### src/rtl/vram1_access_ctrl.sv
// Access controller for one VRAM bank. It arbitrates a level-held CPU port against
// pulsed video fetches, and video has priority subject to a CPU starvation bound.
module vram1_access_ctrl #(
  parameter int AW           = 12,
  parameter int DW           = 8,
  parameter int CPU_MAX_WAIT = 4
) (
  input  logic          i_MCLK,
  input  logic          i_RST_n,
  input  logic          i_CPU_REQ,
  input  logic          i_CPU_RW,
  input  logic [AW-1:0] i_CPU_ADDR,
  input  logic [DW-1:0] i_CPU_DIN,
  output logic [DW-1:0] o_CPU_DOUT,
  output logic          o_CPU_ACK,
  input  logic          i_VID_REQ,
  input  logic [AW-1:0] i_VID_ADDR,
  output logic [DW-1:0] o_VID_DOUT,
  output logic          o_VID_VALID,
  output logic          o_VID_OVF,
  output logic [AW-1:0] o_RAM_ADDR,
  output logic [DW-1:0] o_RAM_DIN,
  output logic          o_RAM_WR_n,
  output logic          o_RAM_RD_n,
  input  logic [DW-1:0] i_RAM_DOUT
);

  localparam int WCW = $clog2(CPU_MAX_WAIT + 1);
  localparam logic [WCW-1:0] WAIT_MAX = WCW'(CPU_MAX_WAIT);

  typedef enum logic [2:0] {IDLE, VRD, VLAT, CRD, CLAT, CWR, CACK} state_t;

  state_t          state, state_nxt;
  logic            vid_pend;
  logic [AW-1:0]   vid_pend_addr;
  logic [WCW-1:0]  wait_cnt;
  logic            vid_cand;
  logic [AW-1:0]   vid_cand_addr;
  logic            grant_vid;
  logic            grant_cpu;

  always_comb begin
    vid_cand      = vid_pend | i_VID_REQ;
    vid_cand_addr = vid_pend ? vid_pend_addr : i_VID_ADDR;
    grant_vid     = 1'b0;
    grant_cpu     = 1'b0;
    state_nxt     = state;
    case (state)
      IDLE: begin
        // With no CPU waiting, video is never held back by a saturated counter.
        if (vid_cand && ((wait_cnt < WAIT_MAX) || !i_CPU_REQ)) begin
          grant_vid = 1'b1;
          state_nxt = VRD;
        end else if (i_CPU_REQ) begin
          grant_cpu = 1'b1;
          state_nxt = i_CPU_RW ? CRD : CWR;
        end
      end
      VRD:     state_nxt = VLAT;
      VLAT:    state_nxt = IDLE;
      CRD:     state_nxt = CLAT;
      CLAT:    state_nxt = CACK;
      CWR:     state_nxt = CACK;
      CACK:    state_nxt = IDLE;
      default: state_nxt = IDLE;
    endcase
  end

  always_ff @(posedge i_MCLK or negedge i_RST_n) begin
    if (!i_RST_n) begin
      state         <= IDLE;
      vid_pend      <= 1'b0;
      vid_pend_addr <= '0;
      wait_cnt      <= '0;
      o_VID_OVF     <= 1'b0;
      o_CPU_ACK     <= 1'b0;
      o_VID_VALID   <= 1'b0;
      o_RAM_RD_n    <= 1'b1;
      o_RAM_WR_n    <= 1'b1;
    end else begin
      state <= state_nxt;

      // A granted slot may reload in the same cycle; otherwise a second request is lost.
      if (grant_vid && vid_pend) begin
        vid_pend <= i_VID_REQ;
        if (i_VID_REQ)
          vid_pend_addr <= i_VID_ADDR;
      end else if (i_VID_REQ && !grant_vid) begin
        if (vid_pend) begin
          o_VID_OVF <= 1'b1;
        end else begin
          vid_pend      <= 1'b1;
          vid_pend_addr <= i_VID_ADDR;
        end
      end

      if (grant_vid && i_CPU_REQ && (wait_cnt < WAIT_MAX))
        wait_cnt <= wait_cnt + 1'b1;
      else if (grant_cpu)
        wait_cnt <= '0;

      o_RAM_RD_n  <= !(grant_vid || (grant_cpu && i_CPU_RW));
      o_RAM_WR_n  <= !(grant_cpu && !i_CPU_RW);
      o_VID_VALID <= (state == VLAT);
      o_CPU_ACK   <= (state_nxt == CACK);
    end
  end

  // Datapath: address/data latched at grant, read data captured one cycle after the strobe.
  always_ff @(posedge i_MCLK or negedge i_RST_n) begin
    if (!i_RST_n) begin
      o_RAM_ADDR <= '0;
      o_RAM_DIN  <= '0;
      o_CPU_DOUT <= '0;
      o_VID_DOUT <= '0;
    end else begin
      if (grant_vid) begin
        o_RAM_ADDR <= vid_cand_addr;
      end else if (grant_cpu) begin
        o_RAM_ADDR <= i_CPU_ADDR;
        if (!i_CPU_RW)
          o_RAM_DIN <= i_CPU_DIN;
      end
      if (state == VLAT)
        o_VID_DOUT <= i_RAM_DOUT;
      if (state == CLAT)
        o_CPU_DOUT <= i_RAM_DOUT;
    end
  end

endmodule

### config.mk
export PLATFORM = sky130hd
export DESIGN_NAME = vram1_access_ctrl
export DESIGN_NICKNAME = d
export VERILOG_FILES = /design/src/rtl/vram1_access_ctrl.sv
export SDC_FILE = /design/constraint.sdc
export NUM_CORES = 1
export LEC_CHECK = 0
export ABC_AREA = 1
export CORE_ASPECT_RATIO = 0.9
export CORE_MARGIN = 8
export CORE_UTILIZATION = 50
export DETAILED_ROUTE_END_ITERATION = 10
export PLACE_DENSITY_LB_ADDON = 0.3
export SYNTH_ARGS = -nofsm -noshare
export SYNTH_HDL_FRONTEND = slang
export SYNTH_SLANG_ARGS = --single-unit
### constraint.sdc
create_clock -name i_MCLK -period 2.6 [get_ports i_MCLK]
set_input_delay 0.52 -clock i_MCLK [delete_from_list [all_inputs] [get_ports i_MCLK]]
set_output_delay 0.52 -clock i_MCLK [all_outputs]
set_load 0.02 [all_outputs]
==> results.cfg, run 1 <==
[run_status]
status = complete, no violations

[timing]
skew_ps = 6.85
setup_viol = 0
hold_violations = 0
timing.final.ws_setup_ps = 630
rsz0062_at_grt = false
timing.final.crit_share = 0.758
finalSetupTns_ps = 0
maxSlewHeadroom = 0.590
fmax_ghz = 0.508
fin_crit_ps = 1970
worst_slew_pin_slew_ps = 614
drv_slew = 0

[worst_setup_path]
crit_path_start_kind = flip-flop
worst_path_largest_cell_delay_ps = 600
worst_path_max_delay_cell = clkdlybuf4s50_1
worstPathCellList = clkdlybuf4s50_1
required_ps = 2080
critical_path_class = reg2out
crit_path_end_kind = output port
crit_family = buffers and inverters
r2r-start = state[1]$_DFF_PN0_
critPathMaxFanout = 1
worstPathArrival_ps = 1450
crit_start = o_RAM_RD_n$_DFF_PN1_
cp.buffers_inverters = 1

[floorplan]
io_pins = 86
die_x_um = 94.5
die_area_um2 = 8180
die_y_um = 86.6
start_util = 0.524
row_count = 25
core_um2 = 5290

[place]
gp_congestion = 0.811
io_buffers = 85
dp.cells = 484
place_ws_ps = 392
dp_hpwl_um = 5200

[run]
cap_violations = 0

[pwr]
finalPower_mw = 5.09
peakVddDrop_mv = 0.769
leakage_nw = 1.92
power_density_nw_per_um2 = 1330

[clock_tree]
h-tree-depth = 3
hold_buffers = 0
insertion_delay_ps = 330
cts_sinks = 60
ctsResizeCount = 0
post_cts_buffers = 0
clock_path_buffers = 2
cts_buffers = 9
clk_pin_slew_ps = 70
clockRootBuffer = clkbuf_8
cts_tree = done

[yosys]
yosys.cell_types.count = 24
syn_nets = 388
synth_top_area_share = 0.524
synth_commonest_cells = nand2_1, dfrtp_1, nand3_1, o21ai_0, inv_1
netlist_top_cells_area = dfrtp_1, nand2_1, nand3_1, o21ai_0, inv_1
avgSynthCellArea_um2 = 8.10
seq_area_frac_synth = 0.543
async_flop_share = 1.00
synth_edf_count = 0
synth-main-ff-cell = dfrtp_1
ys_ff_latch = 60
syn_inst = 342
netlist_area_um2 = 2770
ys_warn_count = 0
yosysMostFrequentCell = nand2_1
yosysTopAreaCell = dfrtp_1

[min_path]
hp-class = in2async

[cells_and_area]
nFillCells = 394
drive_gt1_frac = 0.0924
area_growth_pct = 38.3
layoutNonFillerInstCount = 500
num_antenna_cells = 0
layout.nets = 474

[global_routing]
antenna_found_initial = 0
grt_pass1_vias = 2490
grt_remaining_overflow = 0
grt_max_degree = 40
grt_pass1_wl_um = 11600
grt_util_all_layers = 0.179

[drt]
ant_nets = 0
wl_per_cell_um = 14.3
drcViolationCount = 0
avgViaCountPerCell = 4.98
wl_um = 7140
firstDrtPassIters = 5
vias = 2492
drt_iter0_drc = 98
==> power breakdown <==
group	internal, mW	switching (mW)
sequential	1.39	0.251
clock	0.466	0.368
combinational	1.03	1.58
total	2.89	2.20
==> through the flow <==
| step | util | instance area (µm²) | hold slack (ps) |
|---|---|---|---|
| floorplan | - | 2770 | 224 |
| global route | 0.725 | 3830 | 155 |
| finish | 0.725 | 3830 | 136 |
| detailed placement | 0.687 | 3630 | 458 |
| global placement | 0.687 | 3630 | 454 |
| CTS | 0.725 | 3830 | 144 |
==> per-layer routing <==
layer  share of wire  GRT usage  vias to the layer above
met4           0.016     0.0779                        0
met2            0.49      0.285                       55
li1                -          -                     1252
met3           0.054     0.0294                        9
met5               0          0                        -
met1            0.44      0.233                     1176
==> kinds of logic after synthesis <==
logic type	Yosys count	synth area share
adders and majority gates	1	0.00451
buffers and inverters	43	0.0763
DFF	60	0.543
AOI/OAI and AO/OA	46	0.0858
and+or+nand+nor	192	0.291
==> layout by cell type, fill, tap and decap left out, drive strengths merged, types with 5 or more instances in the layout <==
cell type	instances
clkdlybuf4s50	84
nor2	21
dfrtp	58
a21oi	14
nand3	29
buf	5
o21ai	31
clkbuf	10
inv	29
nand2	141
==> cell type report <==
| class | instances | area (µm²) | share of cell area |
|---|---|---|---|
| tap | 67 | 83.8 | 0.0219 |
| clock inverter | 6 | 63.8 | 0.0167 |
| multi-input combinational | 239 | 1060 | 0.276 |
| sequential | 60 | 1500 | 0.392 |
| timing repair buffer | 89 | 876 | 0.229 |
| inverter | 29 | 111 | 0.0291 |
| clock buffer | 10 | 138 | 0.0359 |
==> registers in the layout (all words and copies together) (netlist names) <==
register,count
vid_pend,1
o_RAM_RD_n,1
o_RAM_ADDR,12
o_CPU_DOUT,8
o_VID_OVF,1
state,3
o_VID_VALID,1
o_CPU_ACK,1
wait_cnt,3
o_RAM_DIN,8
o_VID_DOUT,8
vid_pend_addr,12
o_RAM_WR_n,1
==> final timing paths <==
kind | endpoint | slack (ps) | depth (start not counted)
max in group asynchronous | o_RAM_RD_n$_DFF_PN1_ | 1740 | 2
hold / removal | vid_pend_addr[11]$_DFFE_PN0P_ | 140 | 1
min in group i_MCLK | o_RAM_DIN[0]$_DFFE_PN0P_ | 470 | 2
hold reg to reg | o_RAM_DIN[0]$_DFFE_PN0P_ | 470 | 2
setup reg to reg | vid_pend_addr[10]$_DFFE_PN0P_ | 990 | 6
setup / recovery | o_RAM_RD_n | 630 | 1
No activity file was read; power rests on OpenSTA's default activity.
==> run 2: changes to the inputs <==
--- a/config.mk
+++ b/config.mk
@@ -8,7 +8,7 @@
 export ABC_AREA = 1
 export CORE_ASPECT_RATIO = 0.9
 export CORE_MARGIN = 8
-export CORE_UTILIZATION = 50
+export CORE_UTILIZATION = 46
 export DETAILED_ROUTE_END_ITERATION = 10
 export PLACE_DENSITY_LB_ADDON = 0.3
 export SYNTH_ARGS = -nofsm -noshare
==> constraint.sdc (replaced) <==
create_clock -name i_MCLK -period 2.02 [get_ports i_MCLK]
set_input_delay 0.404 -clock i_MCLK [delete_from_list [all_inputs] [get_ports i_MCLK]]
set_output_delay 0.404 -clock i_MCLK [all_outputs]
set_load 0.02 [all_outputs]
==> results.cfg, run 2 (synthesis gave the netlist of run 1 again) <==
[floorplan]
row_count = 27
die_y_um = 89.6
io_pins = 86
die_x_um = 97.8
core_um2 = 5980
start_util = 0.463
die_area_um2 = 8770

[worst_setup_path]
crit_path_end_kind = output port
worstPathArrival_ps = 1440
r2r_end = o_RAM_ADDR[2]$_DFFE_PN0P_
worst_r2r_path_depth = 8
r2r_slack_ps = 590
worstPathCellList = clkdlybuf4s50_1
crit_family = buffers and inverters
critPathMaxFanout = 1
required_ps = 1620
worst_path_largest_cell_delay_ps = 600
worst_path_max_delay_cell = clkdlybuf4s50_1
r2r-start = state[2]$_DFF_PN0_
critical_path_class = reg2out
cp.buffers_inverters = 1
crit_path_start_kind = flip-flop

[timing]
rsz0062_at_grt = false
hold_violations = 0
setup_viol = 0
worst_slew_pin_slew_ps = 438
maxSlewHeadroom = 0.707
drv_slew = 0
finalSetupTns_ps = 0
fmax_ghz = 0.541
timing.final.crit_share = 0.915
fin_crit_ps = 1850
skew_ps = 11.0

[clock_tree]
cts_sinks = 60
post_cts_buffers = 0
clock_path_buffers = 2
ctsResizeCount = 0
cts_buffers = 9
clockRootBuffer = clkbuf_8
cts_tree = done
clk_pin_slew_ps = 60
h-tree-depth = 3
hold_buffers = 0
insertion_delay_ps = 330

[drt]
avgViaCountPerCell = 4.88
wl_per_cell_um = 13.6
drt_iter0_drc = 128
wl_um = 6910
drcViolationCount = 0
firstDrtPassIters = 4
ant_nets = 0
vias = 2483

[pwr]
leakage_nw = 1.94
peakVddDrop_mv = 0.967
finalPower_mw = 6.45
power_density_nw_per_um2 = 1670

[place]
dp_hpwl_um = 5000
placed_cell_area_um2 = 3700
dp.cells = 494
io_buffers = 85
gp_congestion = 0.748

[cells_and_area]
fin_area_um2 = 3860
area_growth_pct = 39.3
nFillCells = 505
fin_util = 0.646
drive_gt1_frac = 0.0961
layout.nets = 479
layoutNonFillerInstCount = 509
num_antenna_cells = 0
final_cell_mix = nand2_1, clkdlybuf4s50_1, dfrtp_1
final_common_cell = nand2_1
largestRegisters = o_RAM_ADDR x12, vid_pend_addr x12

[global_routing]
antenna_found_initial = 0
grt_util_all_layers = 0.168
grt_pass1_vias = 2533
grt_pass1_wl_um = 11600
grt_max_degree = 61
grt_remaining_overflow = 0

[run]
cap_violations = 0

[run_status]
status = complete, no violations

[min_path]
hp-class = in2async
-- run 2: layer usage --
metal / track usage / part of all wire / vias to the layer above
met1: 0.179 / 0.43 / 1146
met5: 0 / 0 / -
li1: - / - / 1258
met4: 0.0424 / 0.0082 / 0
met2: 0.299 / 0.49 / 73
met3: 0.0770 / 0.069 / 6
-- run 2: worst max path at each step --
stage,from,end,slack (ps),cells past startpoint
after floorplan,state[2]$_DFF_PN0_,vid_pend_addr[10]$_DFFE_PN0P_,700,7
after global placement,i_VID_REQ,vid_pend_addr[0]$_DFFE_PN0P_,180,9
after detailed placement,i_VID_REQ,vid_pend_addr[0]$_DFFE_PN0P_,150,9
after CTS,o_RAM_WR_n$_DFF_PN1_,o_RAM_WR_n,140,1
after global routing,o_RAM_RD_n$_DFF_PN1_,o_RAM_RD_n,110,1
final,o_RAM_WR_n$_DFF_PN1_,o_RAM_WR_n,170,1
-- run 2: final cells by class --
cell class / count / area [µm²] / area share
sequential: 60 / 1500 / 0.390
multi-input combinational: 239 / 1060 / 0.274
timing repair buffer: 94 / 938 / 0.243
clock buffer: 12 / 145 / 0.0376
inverter: 29 / 111 / 0.0288
tap: 72 / 90.1 / 0.0233
clock inverter: 3 / 15.0 / 0.00389
-- run 2: through the flow --
step	setup slack [ps]	hold slack, ps
after floorplan	696	108
after global placement	184	433
after detailed placement	151	436
after CTS	144	68.9
after global routing	115	74.9
final	172	50.3
-- run 2: where the power goes --
| part | leakage [nW] | switching, mW | total (mW) | internal (mW) |
|---|---|---|---|---|
| Sequential | 0.741 | 0.321 | 2.11 | 1.79 |
| Clock | 0.0860 | 0.435 | 0.901 | 0.466 |
| Combinational | 1.11 | 2.02 | 3.44 | 1.42 |
| Total | 1.94 | 2.77 | 6.45 | 3.68 |
==> run 3: changes to the inputs <==
--- a/config.mk
+++ b/config.mk
@@ -11,6 +11,7 @@
 export CORE_UTILIZATION = 46
 export DETAILED_ROUTE_END_ITERATION = 10
 export PLACE_DENSITY_LB_ADDON = 0.3
+export SKIP_CTS_REPAIR_TIMING = 1
 export SYNTH_ARGS = -nofsm -noshare
 export SYNTH_HDL_FRONTEND = slang
 export SYNTH_SLANG_ARGS = --single-unit
==> results of run 3 <==
Same layout as run 2: the final DEF is identical, and so are final timing and power.
